### src/rtl/dexie_cf_event_buffer.sv
// Control-flow event FIFO between the DExIE trace port and the control-flow checker.
// Optional build macro: DEXIE_CF_FILTER_EN (drop sequential-flow events before buffering).
module dexie_cf_event_buffer #(
  parameter int unsigned DEPTH        = 16,
  parameter int unsigned STALL_MARGIN = 2,
  localparam int unsigned AW          = $clog2(DEPTH),
  localparam int unsigned CW          = $clog2(DEPTH) + 1
) (
  input  logic          clk,
  input  logic          rst,
  input  logic          cf_valid,
  input  logic [31:0]   cf_cur_pc,
  input  logic [31:0]   cf_cur_instruction,
  input  logic [31:0]   cf_next_pc,
  output logic          stall,
  output logic          ev_valid,
  input  logic          ev_ready,
  output logic [31:0]   ev_cur_pc,
  output logic [31:0]   ev_instruction,
  output logic [31:0]   ev_next_pc,
  output logic [CW-1:0] count,
  output logic          overflow,
  output logic [15:0]   drop_count
);

  localparam logic [CW-1:0] FullCount  = CW'(DEPTH);
  localparam logic [CW-1:0] StallLevel = CW'(DEPTH - STALL_MARGIN);

  logic [95:0]   mem_q [DEPTH];
  logic [AW-1:0] wr_ptr_q, wr_ptr_d;
  logic [AW-1:0] rd_ptr_q, rd_ptr_d;
  logic [CW-1:0] count_q, count_d;
  logic          stall_q, stall_d;
  logic          overflow_q, overflow_d;
  logic [15:0]   drop_count_q, drop_count_d;

  logic ev_in;
  logic full;
  logic push;
  logic pop;
  logic drop;

`ifdef DEXIE_CF_FILTER_EN
  // Sequential flow carries no checker-relevant information.
  assign ev_in = cf_valid && (cf_next_pc != (cf_cur_pc + 32'd4));
`else
  assign ev_in = cf_valid;
`endif

  assign full = (count_q == FullCount);
  assign pop  = (count_q != '0) && ev_ready;
  // A pop in the same cycle frees the slot, so a full FIFO still accepts.
  assign push = ev_in && (!full || pop);
  assign drop = ev_in && full && !pop;

  always_comb begin
    wr_ptr_d     = wr_ptr_q;
    rd_ptr_d     = rd_ptr_q;
    count_d      = count_q;
    overflow_d   = overflow_q;
    drop_count_d = drop_count_q;
    if (push) begin
      wr_ptr_d = wr_ptr_q + AW'(1);
    end
    if (pop) begin
      rd_ptr_d = rd_ptr_q + AW'(1);
    end
    count_d = count_q + CW'(push) - CW'(pop);
    if (drop) begin
      overflow_d = 1'b1;
      if (drop_count_q != 16'hFFFF) begin
        drop_count_d = drop_count_q + 16'd1;
      end
    end
    stall_d = (count_d >= StallLevel);
  end

  always_ff @(posedge clk) begin
    if (rst) begin
      wr_ptr_q     <= '0;
      rd_ptr_q     <= '0;
      count_q      <= '0;
      stall_q      <= 1'b0;
      overflow_q   <= 1'b0;
      drop_count_q <= '0;
    end else begin
      wr_ptr_q     <= wr_ptr_d;
      rd_ptr_q     <= rd_ptr_d;
      count_q      <= count_d;
      stall_q      <= stall_d;
      overflow_q   <= overflow_d;
      drop_count_q <= drop_count_d;
    end
  end

  // Storage is not reset; stale entries are unreachable once pointers are cleared.
  always_ff @(posedge clk) begin
    if (!rst && push) begin
      mem_q[wr_ptr_q] <= {cf_cur_pc, cf_cur_instruction, cf_next_pc};
    end
  end

  assign stall          = stall_q;
  assign ev_valid       = (count_q != '0);
  assign count          = count_q;
  assign overflow       = overflow_q;
  assign drop_count     = drop_count_q;
  assign ev_cur_pc      = mem_q[rd_ptr_q][95:64];
  assign ev_instruction = mem_q[rd_ptr_q][63:32];
  assign ev_next_pc     = mem_q[rd_ptr_q][31:0];

endmodule

### config.mk
export PLATFORM = sky130hd
export DESIGN_NAME = dexie_cf_event_buffer
export DESIGN_NICKNAME = d
export VERILOG_FILES = /design/src/rtl/dexie_cf_event_buffer.sv
export SDC_FILE = /design/constraint.sdc
export NUM_CORES = 1
export LEC_CHECK = 0
export ABC_AREA = 1
export CORE_MARGIN = 5
export CORE_UTILIZATION = 40
export CTS_CLUSTER_SIZE = 16
export DETAILED_ROUTE_END_ITERATION = 10
export DONT_BUFFER_PORTS = 1
export GPL_TIMING_DRIVEN = 0
export PLACE_DENSITY_LB_ADDON = 0.25
export SYNTH_ARGS = -nofsm -noshare
export SYNTH_HDL_FRONTEND = slang
export SYNTH_SLANG_ARGS = --single-unit
export TNS_END_PERCENT = 100
### constraint.sdc
create_clock -name clk -period 11.5 [get_ports clk]
set_input_delay 2.875 -clock clk [delete_from_list [all_inputs] [get_ports clk]]
set_output_delay 2.875 -clock clk [all_outputs]
set_load 0.01 [all_outputs]
Word-level counts from Yosys, hierarchy flattened. Memory sizes are Yosys's and may differ from the RTL's. A register that Yosys moved wholly into a read port is not among the register bits. Cells that the tools add are included.

Add/subtract/negate cells: 5. Div/mod/pow operators: 0. Shift-type cells: 0. $mul: 0. Order comparisons: 1. Equal/unequal tests: 2. Mux-type cells: 4. Reduce and logical (&&, ||, !) cells: 11. Bitwise logic cells: 0.

Operator list (number): adder 16 x 1 -> 16 bit, second input constant (1); != test 16 bit, second input constant (1); adder 4 x 1 -> 4 bit, second input constant (2); 2-to-1 mux 4 bit (2); adder 5 x 1 -> 5 bit (1); equality test 5 bit, second input constant (1); greater-or-equal comparator 5 x 4 -> 1 bit, second input constant (1); logical AND 1 bit (5); nonzero test 5 bit (1); subtractor 5 x 1 -> 5 bit (1); zero test 1 bit (3); 2-to-1 mux 1 bit (2); AND reduction 2 bit (1); logical OR 1 bit (1).

Flip-flop bits (word level): 31. Bits in read-only memories: 0. Latch bits: 0. Input bits: 100. Memories: 1. RAM bits: 1536.

Memories: mem_q (depth 16, width 96, read ports 1, clocked after memory_dff 1, write ports 1, RTL line 29) `logic [95:0] mem_q [DEPTH];`.

Longest topological paths before layout. Gate-level depths: netlist of the first run.

Word-level depth: 7. Mapped depth: 18.

Worst setup path before layout of the first run. Ideal clock, no wire load.

Path kind: input port to flip-flop. Start: input port ev_ready. End: memory mem_q[11][0], enable pin. Required time: 10.948 ns. Data arrival time: 7.377 ns. Setup slack: 3.571 ns. Stages on the path: 6. Cell sequence: nor2_1 -> nand3_1 -> nand2_1 -> inv_1 -> nand2_1 -> nor2_1.

Word-level cells in the longest chain between the ends: 6.

Ends and longest elaborated chain: start, declared (RTL line 17) `input logic ev_ready,`; logical AND 1 bit (RTL line 51) `assign pop = (count_q != '0) && ev_ready;`; logical OR 1 bit (RTL line 53) `assign push = ev_in && (!full || pop);`; logical AND 1 bit (RTL line 53); logical AND 1 bit (RTL line 98) `if (!rst && push) begin`; 2-to-1 mux 1 bit (RTL line 98); 2-to-1 mux 1 bit (not written as such) (RTL line 99) `mem_q[wr_ptr_q] <= {cf_cur_pc, cf_cur_instruction, cf_next_pc};`; end, declared (RTL line 29).

No other way between the ends.

==> summary.txt, run 1 <==
Outcome
  – Status: complete, no violations

Clock tree
  – Cells resized by post-CTS repair: 0
  – Clk slew on worst S/H paths: 0.06 ns
  – Clock buffer depth: 3
  – Hold_buf cts: 0
  – Worst-Skew Late Latency: 0.80 ns
  – CTS tree: done
  – CTS buffer count: 164
  – H-tree levels: 4
  – Setup Buffers After CTS: 0
  – Clock root cell: clkbuf_16
  – Clk sink count: 1571

Global route
  – Global-route wire length before repair: 258 mm
  – Vias in the first global route: 39000
  – Largest net degree at the start of global routing: 31
  – GRT overflow: 0
  – GRT Util Overall: 20.6%
  – Antenna violations before repair: 4

Cells and area
  – FILL cells: 14400
  – Fraction of layout cells with a size suffix above 1: 8.97%
  – Fin nets: 5455
  – Area Growth Syn to Fin: 13.9%
  – Most frequent cells in the layout: edfxtp_1, inv_1, nand3_1
  – Commonest non-fill, non-tap cell in the layout: edfxtp_1

Route
  – ANT nets after route: 0
  – Drc violations: 0
  – Drt wl/cell: 23.1 um
  – Via density: 5.24
  – Initial DRC count: 3679
  – DR pass1 iterations: 5
  – Final wirelength: 176 mm
  – Vias: 40000

Worst hold path
  – HP Class: flop to flop
  – Hold Path Sink: rd_ptr_q[0]
  – WHS Path Cells: 1
  – Min-delay src: rd_ptr_q[0]

Worst setup path
  – Crit path launch type: flop
  – R2R Path Start: count[2]
  – Setup CP Type: flop to output pin
  – Crit end category: output pin
  – R2R Setup Slk: 8.29 ns
  – Worst-path maximum fanout: 10
  – CP Data Arrival Time: 3.91 ns
  – R2R Path End: mem_q[2][70]
  – Crit path required time: 8.63 ns
  – Worst r2r path cells: 10

Floorplan
  – Starting Density: 40.2%
  – Die Area: 169000 um^2
  – Chip width: 411 um
  – Die Ht: 411 um
  – Row Count: 147
  – Core Area: 160000 um^2
  – Ports: 220

Placed design
  – GPL Wtd Cong: 0.769
  – Hpwl dp: 119 mm
  – PortBufs: 0
  – Pre-CTS WS: 5.52 ns

Timing
  – Slew HR: 8.99%
  – Slew Limit Fails: 0
  – Fin crit period: 6.78 ns
  – Clock Skews: 0.0174 ns
  – Setup ws final: 4.72 ns
  – Setup-failing EPs final: 0
  – Max Clk Rate: 147 MHz
  – RSZ-0062 raised after global routing: false
  – Tcrit/Tclk final: 59.0%
  – Final hold slack: 0.500 ns
  – Final Hold Fails: 0
  – Worst-Margin Slew: 1.37 ns

Power and ir drop
  – Pleak: 25.8 nW
  – Peak VDD IR: 0.000159 V
  – Power per Cell Area: 198 nW/um^2

Logic synthesis
  – Distinct cells, synth: 30
  – Mapped Area: 64400 um^2
  – Yosys reg bits: 1571
  – Top cells by area, synth: edfxtp_1, inv_1, nand3_1
  – Synthesized Nets: 5232
  – Top cell type by total area after synthesis: edfxtp_1
  – Synth Warn #: 0
  – Sequential share of the synthesized area: 72.7%
  – Avg Inst Size Synth: 12.6 um^2
  – Synth Instances: 5119
  – Yosys top cell area share: 71.6%

Run
  – Max_cap viols: 0
-- worst max-delay path, stage by stage, from the launching register on --
cell and delay, ns:
dfxtp_1 0.40, inv_1 0.12, clkbuf_1 0.95, buf_1 0.98
nand3_1 0.20, nand3_1 0.22, nand2_1 0.20
-- metal layers --
metal  wire length (um)  share of wire (%)  track usage (%)
met5                  0                  0                0
met1              75100                 43             27.7
met2              85500                 49             34.3
met4               3880                2.2             5.26
met3              11700                6.7             4.02
-- stage by stage --
step	instances	util (%)	cell area [um^2]	power, mW	setup TNS, ns
2_1_floorplan	5119	-	64400	8.52	0
3_3_place_gp	7279	41.8	67100	9.74	-563.65
3_5_place_dp	7336	42.7	68400	9.77	0
4_1_cts	7631	45.7	73400	14.7	0
5_1_grt	7631	45.7	73400	15.2	0
6_report	7634	45.7	73400	14.6	0
-- final cells by class --
type	instances	area, um^2	area share, %
inverters	809	3040	4.14
repair buffers	57	1190	1.63
clock inverters	76	574	0.783
flip-flops and latches	1571	46800	63.8
well taps	2160	2700	3.68
clock buffers	219	4350	5.93
multi-input cells	2415	12800	17.4
plain buffers	324	1900	2.59
diodes	3	7.51	0.0102
-- report_power, final --
part,internal (mW),switching (mW),total (mW)
clock network,2.74,2.21,4.95
registers,6.37,0.0364,6.40
logic,0.921,2.29,3.21
-- cell usage after synthesis --
cell      count
o21ai_0     322
nand3_1     601
inv_1       807
nand2_1     547
a21oi_1     403
nand3b_1      1
o21a_1        1
buf_8         1
buf_2        66
xor2_1        9
o21bai_1      1
buf_6        60
buf_4        34
nand4_1       4
nor3_1        1
buf_1        29
nor2_1       53
clkbuf_1    134
ha_1         12
o211ai_2     41
xnor2_1       2
nor2_2        1
clkinv_1      2
fa_1          1
nand2_2       1
o211ai_1    343
or2_2         1
dfxtp_1      35
o21ai_1      70
edfxtp_1   1536
-- registers in the layout, indices dropped and copies added, names as in the netlist, named ones only --
| name | cells |
|---|---|
| mem_q | 1536 |
| drop_count | 16 |
| count | 5 |
| rd_ptr_q | 4 |
| wr_ptr_q | 4 |
| overflow | 1 |
| stall | 1 |
-- kinds of logic after synthesis --
| family | count (synthesis) | synth area share (%) |
|---|---|---|
| simple gates | 1210 | 8.25 |
| xor+xnor | 11 | 0.150 |
| compound gates | 1181 | 11.0 |
| flops | 1571 | 72.7 |
| buf+inv | 1133 | 7.65 |
| fa+ha+maj | 13 | 0.264 |
-- worst max-delay path by stage --
stage,slack [ns],cells after the start,from,end
6_report,4.72,6,flop,ev_next_pc[23]
5_1_grt,4.60,6,flop,ev_next_pc[1]
4_1_cts,4.64,7,flop,ev_next_pc[3]
3_5_place_dp,5.52,6,flop,ev_next_pc[1]
3_3_place_gp,-0.88,4,rst,mem_q[4][70]
2_1_floorplan,3.57,6,ev_ready,mem_q[11][0]
Note: power is estimated with default switching activity, not from simulation.
==> run 2, diff against run 1 <==
==> constraint.sdc (replaced) <==
create_clock -name clk -period 7.1 [get_ports clk]
set_input_delay 1.775 -clock clk [delete_from_list [all_inputs] [get_ports clk]]
set_output_delay 1.775 -clock clk [all_outputs]
set_load 0.01 [all_outputs]
==> results of run 2 <==
Same layout as run 1 (identical final DEF). Status: complete, no violations.
Among the figures that moved: setup slack after placement 5.52 ns -> 2.22 ns; setup slack after layout 4.72 ns -> 1.42 ns; register-to-register setup slack 8.29 ns -> 3.89 ns; total power 14.6 mW -> 23.6 mW; worst IR drop on VDD 0.000159 V -> 0.000257 V
